==> config.mk <==
export PLATFORM = sky130hd
export DESIGN_NAME = dice_roll_sampler
export DESIGN_NICKNAME = d
export VERILOG_FILES = /design/src/rtl/dice_roll_sampler_pkg.sv /design/src/rtl/dice_roll_sampler_vn_debias.sv /design/src/rtl/dice_roll_sampler.sv
export SDC_FILE = /design/constraint.sdc
export NUM_CORES = 1
export LEC_CHECK = 0
export BUFFER_PORTS_ARGS = -buffer_cell sky130_fd_sc_hd__buf_2
export CORE_UTILIZATION = 40
export CTS_BUF_LIST = sky130_fd_sc_hd__clkbuf_4 sky130_fd_sc_hd__clkbuf_8 sky130_fd_sc_hd__clkbuf_16
export CTS_CLUSTER_DIAMETER = 150
export CTS_CLUSTER_SIZE = 14
export DETAILED_ROUTE_END_ITERATION = 8
export GPL_ROUTABILITY_DRIVEN = 1
export PLACE_DENSITY = 0.68
export SYNTH_ARGS = -nofsm -noshare
export SYNTH_HDL_FRONTEND = slang
export SYNTH_HIERARCHICAL = 1
export SYNTH_SLANG_ARGS = --single-unit
export TNS_END_PERCENT = 1
==> constraint.sdc <==
create_clock -name clk -period 5.3 [get_ports clk]
set_clock_uncertainty 0.15 [all_clocks]
set_input_delay 0.265 -clock clk [delete_from_list [all_inputs] [get_ports clk]]
set_output_delay 0.265 -clock clk [all_outputs]
set_load 0.02 [all_outputs]
==> src/rtl/dice_roll_sampler_pkg.sv <==
`default_nettype none
// +------------------------------------------------------------------+
// | dice_roll_sampler_pkg : shared FSM encodings and default params  |
// | Rev 1.0                                                          |
// +------------------------------------------------------------------+
package dice_roll_sampler_pkg;

  typedef enum logic [2:0] {
    ST_IDLE    = 3'd0,
    ST_WARMUP  = 3'd1,
    ST_COLLECT = 3'd2,
    ST_CHECK   = 3'd3,
    ST_DONE    = 3'd4,
    ST_FAULT   = 3'd5
  } state_t;

  localparam int DEF_NUM_SIDES  = 6;
  localparam int DEF_SAMPLE_DIV = 16;
  localparam int DEF_WARMUP_CYC = 256;
  localparam int DEF_REP_LIMIT  = 32;

  // Counter width able to hold 0..n-1, never narrower than one bit.
  function automatic int width_of(input int n);
    return (n <= 2) ? 1 : $clog2(n);
  endfunction

endpackage
`default_nettype wire

==> src/rtl/dice_roll_sampler_vn_debias.sv <==
`default_nettype none
// +------------------------------------------------------------------+
// | vn_debias : von Neumann pair debiaser (01->0, 10->1, 00/11 drop)  |
// | Rev 1.0                                                          |
// +------------------------------------------------------------------+
module vn_debias (
  input  logic clk,
  input  logic reset,
  input  logic clr,
  input  logic sample_stb,
  input  logic raw,
  output logic bit_valid,
  output logic bit_out
);

  logic phase;
  logic first;

  // The accepted bit equals the first sample of a differing pair.
  assign bit_valid = sample_stb && phase && (first != raw) && !clr;
  assign bit_out   = first;

  always_ff @(posedge clk) begin
    if (reset || clr) begin
      phase <= 1'b0;
      first <= 1'b0;
    end else if (sample_stb) begin
      phase <= ~phase;
      if (!phase)
        first <= raw;
    end
  end

endmodule
`default_nettype wire

==> src/rtl/dice_roll_sampler.sv <==
`default_nettype none
// +------------------------------------------------------------------+
// | dice_roll_sampler : GARO consumer, debiased rejection-sampled die |
// | Rev 1.0                                                          |
// +------------------------------------------------------------------+
module dice_roll_sampler
  import dice_roll_sampler_pkg::*;
#(
  parameter int NUM_SIDES  = DEF_NUM_SIDES,
  parameter int SAMPLE_DIV = DEF_SAMPLE_DIV,
  parameter int WARMUP_CYC = DEF_WARMUP_CYC,
  parameter int REP_LIMIT  = DEF_REP_LIMIT
) (
  input  logic       clk,
  input  logic       reset,
  input  logic       random,
  input  logic       roll_req,
  input  logic       fault_clr,
  output logic       osc_en,
  output logic       busy,
  output logic       roll_valid,
  output logic [7:0] roll_value,
  output logic       fault
);

  localparam int VAL_W  = width_of(NUM_SIDES);
  localparam int WARM_W = width_of(WARMUP_CYC);
  localparam int SDIV_W = width_of(SAMPLE_DIV);
  localparam int REP_W  = $clog2(REP_LIMIT + 1);
  localparam int BCNT_W = $clog2(VAL_W + 1);

  localparam logic [WARM_W-1:0] WARM_LAST = WARM_W'(WARMUP_CYC - 1);
  localparam logic [SDIV_W-1:0] SDIV_LAST = SDIV_W'(SAMPLE_DIV - 1);
  localparam logic [REP_W-1:0]  REP_TRIP  = REP_W'(REP_LIMIT);
  localparam logic [BCNT_W-1:0] BIT_LAST  = BCNT_W'(VAL_W - 1);
  localparam logic [VAL_W:0]    SIDES_C   = (VAL_W + 1)'(NUM_SIDES);

  state_t              state;
  logic [WARM_W-1:0]   warm_cnt;
  logic [SDIV_W-1:0]   sample_cnt;
  logic [REP_W-1:0]    rep_cnt;
  logic                prev_raw;
  logic [BCNT_W-1:0]   bit_cnt;
  logic [VAL_W-1:0]    acc;

  logic                sample_stb;
  logic                deb_clr;
  logic                bit_valid;
  logic                bit_out;
  logic [REP_W-1:0]    rep_next;
  logic                rep_trip;
  logic [VAL_W-1:0]    acc_next;
  logic                acc_ok;
  logic [8:0]          die_val;

  assign sample_stb = (state == ST_COLLECT) && (sample_cnt == SDIV_LAST);
  assign deb_clr    = (state != ST_COLLECT);

  // A zero count marks "no previous sample yet", so the first sample starts a run of one.
  assign rep_next = (rep_cnt != '0 && random == prev_raw) ? rep_cnt + REP_W'(1) : REP_W'(1);
  assign rep_trip = sample_stb && (rep_next == REP_TRIP);

  assign acc_next = VAL_W'({acc, bit_out});
  assign acc_ok   = ({1'b0, acc} < SIDES_C);
  assign die_val  = 9'(acc) + 9'd1;

  vn_debias u_debias (
    .clk        (clk),
    .reset      (reset),
    .clr        (deb_clr),
    .sample_stb (sample_stb),
    .raw        (random),
    .bit_valid  (bit_valid),
    .bit_out    (bit_out)
  );

  always_ff @(posedge clk) begin
    if (reset) begin
      state      <= ST_IDLE;
      osc_en     <= 1'b0;
      busy       <= 1'b0;
      roll_valid <= 1'b0;
      roll_value <= 8'd0;
      fault      <= 1'b0;
      warm_cnt   <= '0;
      sample_cnt <= '0;
      rep_cnt    <= '0;
      prev_raw   <= 1'b0;
      bit_cnt    <= '0;
      acc        <= '0;
    end else begin
      roll_valid <= 1'b0;
      case (state)
        ST_IDLE: begin
          if (roll_req) begin
            state      <= ST_WARMUP;
            osc_en     <= 1'b1;
            busy       <= 1'b1;
            warm_cnt   <= '0;
            sample_cnt <= '0;
            rep_cnt    <= '0;
            bit_cnt    <= '0;
            acc        <= '0;
          end
        end
        ST_WARMUP: begin
          if (warm_cnt == WARM_LAST) begin
            state      <= ST_COLLECT;
            sample_cnt <= '0;
          end else begin
            warm_cnt <= warm_cnt + WARM_W'(1);
          end
        end
        ST_COLLECT: begin
          sample_cnt <= sample_stb ? '0 : sample_cnt + SDIV_W'(1);
          if (sample_stb) begin
            rep_cnt  <= rep_next;
            prev_raw <= random;
          end
          // A health failure pre-empts a bit completing on the same sample.
          if (rep_trip) begin
            state  <= ST_FAULT;
            osc_en <= 1'b0;
            busy   <= 1'b0;
            fault  <= 1'b1;
          end else if (bit_valid) begin
            acc <= acc_next;
            if (bit_cnt == BIT_LAST) begin
              bit_cnt <= '0;
              state   <= ST_CHECK;
            end else begin
              bit_cnt <= bit_cnt + BCNT_W'(1);
            end
          end
        end
        ST_CHECK: begin
          if (acc_ok) begin
            roll_value <= die_val[7:0];
            roll_valid <= 1'b1;
            state      <= ST_DONE;
            osc_en     <= 1'b0;
            busy       <= 1'b0;
          end else begin
            acc        <= '0;
            bit_cnt    <= '0;
            sample_cnt <= '0;
            state      <= ST_COLLECT;
          end
        end
        ST_DONE: begin
          state <= ST_IDLE;
        end
        ST_FAULT: begin
          if (fault_clr) begin
            state <= ST_IDLE;
            fault <= 1'b0;
          end
        end
        default: begin
          state  <= ST_IDLE;
          osc_en <= 1'b0;
          busy   <= 1'b0;
        end
      endcase
    end
  end

endmodule
`default_nettype wire
== Word-level counts from Yosys, hierarchy flattened ==
Index checks and enable logic that the tools add are counted.

* Logic and storage cells: 112
* Register bits: 40

* Order comparisons: 1
* Mux-type cells: 39
* Reduce and logical (&&, ||, !) cells: 27
* Bitwise logic cells: 3
* Equality and inequality tests: 24
* Add/subtract/negate cells: 5

{| class="wikitable"
|+ Operators with widths
! cell !! number
|-
| $mux 3 || 11
|-
| $ne 2x2->1 const B || 10
|-
| $mux 6 || 3
|-
| $mux 4 || 4
|-
| $mux 8 || 2
|-
| $pmux 4 s4 || 1
|-
| $pmux 8 s2 || 1
|-
| $pmux 3 s5 || 1
|-
| $pmux 6 s2 || 1
|-
| $mux 2 || 5
|-
| $reduce_and 5->1 || 2
|-
| $pmux 3 s3 || 1
|-
| $reduce_and 3->1 || 3
|-
| $add 8x1->8 const B || 1
|-
| $eq 8x8->1 const B || 1
|-
| $reduce_and 4->1 || 2
|-
| $add 6x1->6 const B || 1
|-
| $eq 3x2->1 const B || 2
|-
| $eq 3x3->1 const B || 2
|-
| $eq 6x6->1 const B || 1
|-
| $logic_and 1x1->1 || 6
|-
| $mux 1 || 6
|-
| $ne 3x2->1 const B || 2
|-
| $pmux 2 s3 || 1
|-
| other kinds (23) || 29
|}

== Longest topological paths before layout ==
Gate-level depths: netlist (run 1).

* Depth after elaboration: 8
* Mapped depth: 14
* Mapped depth without buffers: 12

== Modules after synthesis ==
Netlist (run 1), hierarchy kept.

{| class="wikitable"
|+ Modules (own cells, without submodules)
! module !! times used !! cells each !! area an instance (um^2)
|-
| dice_roll_sampler || 1 || 217 || 1824.2
|-
| vn_debias || 1 || 10 || 105.1
|}

== Least setup slack after synthesis (run 1) ==
OpenSTA, ideal clock, no wires.

* Kind: reg-to-reg
* Start point: reg state[2]
* End point: reg bit_cnt[0]
* Required time: 5079 ps
* Path slack: 2718 ps
* Cell stages (with the launch flop): 15
* Setup time: 71 ps
* Arrival time: 2361 ps
* Cell sequence: dfxtp_1 > buf_6 > nor2_4 > and2_1 > buf_6 > inv_2 > nor2_4 > nand2_1 > nor3_1 > nor2b_1 > o21ai_0 > a21oi_1 > o21ai_1 > or4_1 > a21oi_1

* Elaborated cells on any way between the ends: 17

{| class="wikitable"
|+ RTL lines
! element !! RTL line !! text
|-
| start, declared || dice_roll_sampler.sv:38 || <nowiki>state_t state;</nowiki>
|-
| start signal, assigned || dice_roll_sampler.sv:79 || <nowiki>state <= ST_IDLE;</nowiki>
|-
| start signal, assigned || dice_roll_sampler.sv:96 || <nowiki>state <= ST_WARMUP;</nowiki>
|-
| start signal, assigned || dice_roll_sampler.sv:108 || <nowiki>state <= ST_COLLECT;</nowiki>
|-
| $ne 3x2->1 || dice_roll_sampler.sv:57 || <nowiki>assign deb_clr = (state != ST_COLLECT);</nowiki>
|-
| via deb_clr || dice_roll_sampler.sv:47 || <nowiki>logic deb_clr;</nowiki>
|-
| $logic_not 1->1 || dice_roll_sampler_vn_debias.sv:20 || <nowiki>assign bit_valid = sample_stb && phase && (first != raw) && !clr;</nowiki>
|-
| $logic_and 1x1->1 || dice_roll_sampler_vn_debias.sv:20 ||
|-
| via bit_valid || dice_roll_sampler.sv:48 || <nowiki>logic bit_valid;</nowiki>
|-
| $ne 2x2->1 (no line) || -- ||
|-
| $reduce_and 5->1 (no line) || -- ||
|-
| end signal, assigned || dice_roll_sampler.sv:132 || <nowiki>bit_cnt <= bit_cnt + BCNT_W'(1);</nowiki>
|-
| end, declared || dice_roll_sampler.sv:43 || <nowiki>logic [BCNT_W-1:0] bit_cnt;</nowiki>
|}

The timed path passes the listed nets, and every way through them passes these cells.
A chain may end at the register's enable or synchronous reset.

== Worst setup path in the final report (run 1) ==
* Start point: reg state[0]
* End point: reg bit_cnt[0]

The elaborated chain is that of the path after synthesis.

==> results of run 1 <==
[final cells by class]
class | instances | area [µm²]
multi-input cells | 170 | 1070
inverters | 8 | 30.0
clock inverters | 3 | 90.1
fillers | 446 | 2400
flip-flops and latches | 36 | 721
clock buffers | 5 | 68.8
repair buffers | 12 | 60.1
well taps | 52 | 65.1
[routing by layer]
| metal | global-route usage | part of all wire | vias to the layer above |
|---|---|---|---|
| met2 | 0.243 | 0.44 | 35 |
| met4 | 0.0523 | 0.0080 | 0 |
| met5 | 0 | 0 | - |
| met1 | 0.214 | 0.50 | 711 |
| li1 | - | - | 807 |
| met3 | 0.0422 | 0.048 | 4 |
[where the power goes]
part / leakage [nW] / total, mW / internal, mW / switching [mW]
sequential: 0.291 / 0.327 / 0.292 / 0.0349
clock: 0.0784 / 0.336 / 0.235 / 0.101
combinational: 0.416 / 0.201 / 0.0793 / 0.122
total: 0.785 / 0.864 / 0.607 / 0.257
[through the flow]
stage,setup slack [ps],hold slack (ps),cells,util
finish,2130,75.4,286,0.468
global route,1740,83.6,286,0.468
CTS,2110,61.2,286,0.468
detailed placement,2150,315,278,0.433
global placement,2310,314,278,0.433
floorplan,2720,186,230,-
[sequential cells by signal (all words and copies together), names as in the netlist]
register          flops
state                 3
roll_value            4
fault                 1
u_debias/bit_out      1
bit_cnt               2
sample_cnt            4
warm_cnt              8
roll_valid            1
u_debias/phase        1
busy                  1
rep_cnt               6
prev_raw              1
acc                   3
[path summary, 6_finish.rpt]
kind / start / endpoint / slack, ps / cells after the start
min: fault_clr / fault$_SDFFE_PP0P_ / 80 / 2
max: state[0]$_SDFFE_PP0P_ / bit_cnt[0]$_SDFFE_PP0P_ / 2130 / 12
min reg2reg: busy$_SDFFE_PP0P_ / busy$_SDFFE_PP0P_ / 330 / 2
max reg2reg: state[0]$_SDFFE_PP0P_ / bit_cnt[0]$_SDFFE_PP0P_ / 2130 / 12
[cell usage in the layout, fill, tap and decap left out, types with 3 or more instances in the layout]
cell type  netlist  routed
o211ai_1         3       3
nor2b_1          6       6
nand2_1         23      23
mux2i_1          5       5
nand4_1          7       7
nand2b_1         4       4
nand3_1          4       4
clkbuf_8         0       5
a21oi_1         15      15
a31oi_1          6       6
inv_1            7       7
xnor2_1          8       8
nor3_1           6       6
xor2_1           4       4
conb_1           1       4
bufinv_16        0       3
a211oi_1         5       5
nor2_1          20      20
and3_1           5       5
buf_2            1      12
o21ai_0          7       7
or3_1            3       3
dfxtp_1         36      36
ha_1             5       5
[cells by family after synthesis]
kind of cell,Yosys count,synth area share
AO/OA/AOI/OAI,53,0.187
XOR/XNOR,12,0.0545
adder cells (fa/ha/maj),5,0.0324
buffers and inverters,24,0.0765
flip-flops,36,0.374
multiplexers,5,0.0259
other,1,0.00194
AND/OR/NAND/NOR,91,0.248
==> results_dict.tcl, run 1 <==
set metrics [dict create \
    postLayoutCellArea_um2 2110 \
    power_mw 0.864 \
    synthFlopType "dfxtp_1" \
    cts_setup_buffers 0 \
    cts_tree "yes" \
    synth_edf_count 0 \
    diodes 0 \
    io_buffers 12 \
    postPlaceCellArea_um2 1950 \
    final.min_clock_period_ps 3170 \
    fin_nets 243 \
    dr.pass1.iters 4 \
    hold_viol 0 \
    cp.arrival_ps 3220 \
    synth_top_area_frac 0.374 \
    ys_warn_count 6 \
    syn_to_final_growth_pct 9.21 \
    path_cells "nor2_4 -> and2_1 -> inv_2 -> nor2_4 -> nand2_1 -> nor3_1 -> nor2b_1 -> o21ai_0 -> a21oi_1 -> o21ai_1 -> or4_1 -> a21oi_1" \
    cpPeakStageDelay_ps 440 \
    worst_pin_slew_ps 613 \
    finalWeightedCongestion 0.779 \
    start_util 0.428 \
    antenna_found_initial 0 \
    cellPowerDensity_nw_per_um2 410 \
    die_height_um 71.5 \
    dp_hpwl_mm 2.54 \
    yosysSeqAreaShare 0.374 \
    fmax_mhz 315 \
    die_w_um 71.5 \
    rows 24 \
    synth_seq_cells 36 \
    ant_nets 0 \
    clkLatencyLatePin_ps 290 \
    cts.path.max_buffers 2 \
    cts-htree-levels 2 \
    required_ps 5350 \
    yosysMostFrequentCell "dfxtp_1" \
    cts_hold_buf 0 \
    synth_cell_types 49 \
    grtUsageTotal 0.157 \
    grt_max_degree 31 \
    cellLeakagePower_nw 0.785 \
    syn_inst 227 \
    syn_area_um2 1930 \
    routed_wl_mm 3.63 \
    die_area_um2 5110 \
    setup_tns_ps 0 \
    crit_buf_inv 1 \
    cts_root_buf "clkbuf_8" \
    critPathSlowestCell "dfxtp_1" \
    overflow 0 \
    critical_path_class "reg -> reg" \
    setup.worst_path.start_class "flop" \
    netlist_top_cells_count "36 x dfxtp_1, 23 x nand2_1, 20 x nor2_1" \
    dr_total_vias 1557 \
    drtIter0Drc 95 \
    pin_count 17 \
    maxCapViolCount 0 \
    path_max_fanout 12 \
    routedWlPerCell_um 12.7 \
    slew_viol_final 0 \
    ys_top_cells_by_area "dfxtp_1 37%, nand2_1 4.5%, a21oi_1 3.9%" \
    grt_pass1_vias 1435 \
    setup_viol 0 \
    grt_pass1_wl_mm 6.35 \
    synthArstFlopShare 0 \
    core_um2 4500 \
    cp-end-kind "flop" \
    drc 0 \
    status "finished, final reports clean" \
    cts_inserted_buffers 5 \
    rsz0062_at_grt "no" \
    period_share 0.598 \
    clk_pin_slew_worst_paths_ps 70 \
    relSlewSlack 0.590 \
    syn_avg_cell_area_um2 8.50 \
    yosys.area.top_type "dfxtp_1" \
    cts.sinks 36 \
    viasPerCell 5.44 \
    cts_resized 0 \
    drive_above_1_share 0.128 \
    hp-class "in -> reg" \
    vdd_drop_max_uv 162 \
    cp_top_family "simple AND/OR/NAND/NOR gates" \
]
No activity file was read; power rests on OpenSTA's default activity.
==> run 2: changes to the inputs <==
Settings changed: ABC_AREA from default to 1, PLACE_DENSITY 0.68 to 0.7.
Clock period 5.3 ns to 2.65 ns, I/O delays scaled along.
==> results_dict.tcl, run 2 <==
set metrics [dict create \
    syn_inst 263 \
    synth_top_area_frac 0.375 \
    synth_top_family_by_area "simple AND/OR/NAND/NOR gates" \
    syn_to_final_growth_pct 8.98 \
    postPlaceCellArea_um2 2000 \
    min_delay_path_depth 3 \
    rows 24 \
    final_common_cell "nand2_1" \
    finish.utilization 0.468 \
    dr_total_vias 1618 \
    netlist_top_cells_count "45 x nand2_1, 36 x dfxtp_1, 34 x nor2_1" \
    ys_warn_count 6 \
    setup_viol 0 \
    final.min_clock_period_ps 2140 \
    yosysMostFrequentCell "nand2_1" \
    cellLeakagePower_nw 0.866 \
    dr.pass1.iters 4 \
    setup_tns_ps 0 \
    setup_slack_ps 512 \
    cts_hold_buf 0 \
    synth_seq_cells 36 \
    synthFlopType "dfxtp_1" \
    dp_hpwl_mm 2.61 \
    cts_inserted_buffers 5 \
    slew_viol_final 0 \
    critical_path_class "reg -> reg" \
    fin_nets 286 \
    power_mw 1.73 \
    finalWeightedCongestion 0.888 \
    final_cell_mix "45 x nand2_1, 36 x dfxtp_1, 34 x nor2_1" \
    synth_edf_count 0 \
    syn_avg_cell_area_um2 7.31 \
    cts-htree-levels 2 \
    drtIter0Drc 97 \
    grt_pass1_vias 1467 \
    synth_cell_types 38 \
    period_share 0.807 \
    yosysSeqAreaShare 0.375 \
    cts_resized 0 \
    synthArstFlopShare 0 \
    cts_tree "yes" \
    io_buffers 12 \
    postLayoutCellArea_um2 2100 \
    routed_wl_mm 3.59 \
    synthAdderAreaFrac 0.0325 \
    antenna_found_initial 0 \
    gr-max-usage-layer "met2" \
    synth_mux_area_frac 0 \
    hold_viol 0 \
    place_ws_ps 528 \
    cp-end-kind "flop" \
    cts.sinks 36 \
    routedWlPerCell_um 11.0 \
    grtUsageTotal 0.157 \
    viasPerCell 4.93 \
    cp.arrival_ps 2170 \
    synth_compound_area_frac 0.141 \
    grtUsageMet2 0.256 \
    reg_top3 "warm_cnt: 8 flops, rep_cnt: 6 flops" \
    cellPowerDensity_nw_per_um2 826 \
    grt_pass1_wl_mm 6.24 \
    die_area_um2 5090 \
    clkLatencyLatePin_ps 300 \
    use_met1 0.190 \
    pin_count 17 \
    grt_max_degree 19 \
    hp-class "in -> reg" \
    required_ps 2690 \
    core_um2 4470 \
    yosys.area.top_type "dfxtp_1" \
    rr_worst_depth 10 \
    cts.path.max_buffers 2 \
    maxCapViolCount 0 \
    syn_area_um2 1920 \
    die_w_um 71.3 \
    synth_xor_area_frac 0.0319 \
    clk_pin_slew_worst_paths_ps 70 \
    start_util 0.430 \
    cts_root_buf "clkbuf_8" \
    die_height_um 71.3 \
    vdd_drop_max_uv 381 \
    synth-simple-area-share 0.322 \
    top_register "warm_cnt" \
    grt_use_met3 0.0338 \
    rsz0062_at_grt "no" \
    path_max_fanout 14 \
    drive_above_1_share 0.178 \
    drc 0 \
    ant_nets 0 \
    cts_setup_buffers 0 \
    ys_top_cells_by_area "dfxtp_1 37%, nand2_1 8.8%, nor2_1 6.6%" \
    fmax_mhz 468 \
    setup.worst_path.start_class "flop" \
    diodes 0 \
    overflow 0 \
    largest_reg_flops 8 \
    status "finished, final reports clean" \
]
## run 2: cells by family after synthesis
family                   count (synthesis)
adder cells (fa/ha/maj)                  5
buffers and inverters                   41
AND/OR/NAND/NOR                        126
other                                    1
AO/OA/AOI/OAI                           47
XOR/XNOR                                 7
flip-flops                              36
## run 2: metal layers
| metal | vias up | share of wire | wire, µm |
|---|---|---|---|
| li1 | 875 | - | - |
| met1 | 717 | 0.49 | 1750 |
| met2 | 17 | 0.46 | 1670 |
| met3 | 9 | 0.022 | 79 |
| met4 | 0 | 0.024 | 87 |
| met5 | - | 0 | 0 |
## run 2: cell type report
type                            count  area, µm²
Fill cell                         445       2380
Multi-Input combinational cell    189       1030
Sequential cell                    36        721
Inverter                           32        125
Clock buffer                        7       96.3
Tap cell                           52       65.1
Timing Repair Buffer               12       60.1
## run 2: path summary, 6_finish.rpt
kind / from / end / slack (ps)
setup / recovery: sample_cnt[0]$_SDFFE_PP0P_ / bit_cnt[0]$_SDFFE_PP0P_ / 510
setup reg to reg: sample_cnt[0]$_SDFFE_PP0P_ / bit_cnt[0]$_SDFFE_PP0P_ / 510
hold / removal: random / prev_raw$_SDFFE_PP0P_ / 9
hold reg to reg: roll_value[3]$_SDFFE_PP0P_ / roll_value[3]$_SDFFE_PP0P_ / 290
## run 2: power by group
group          switching, mW  internal [mW]  leakage [nW]
logic                  0.444          0.207         0.524
registers             0.0526          0.603         0.291
clock network          0.193          0.231        0.0503
total                  0.690           1.04         0.866
## run 2: worst max-delay path: stages, from the launching register on
cell and delay (ps):
dfxtp_1 370, ha_1 220, nand3_2 160, nor2_8 250, nand2_1 80, nor2_1 140
o221ai_1 200, nor2_4 230, inv_4 50, a21oi_1 110, nor2_1 50
## run 2: per-stage QoR
stage               hold slack [ps]  instances
finish                         8.82        328
global placement                279        321
CTS                            10.9        328
floorplan                       125        266
detailed placement              281        321
global route                   48.0        328
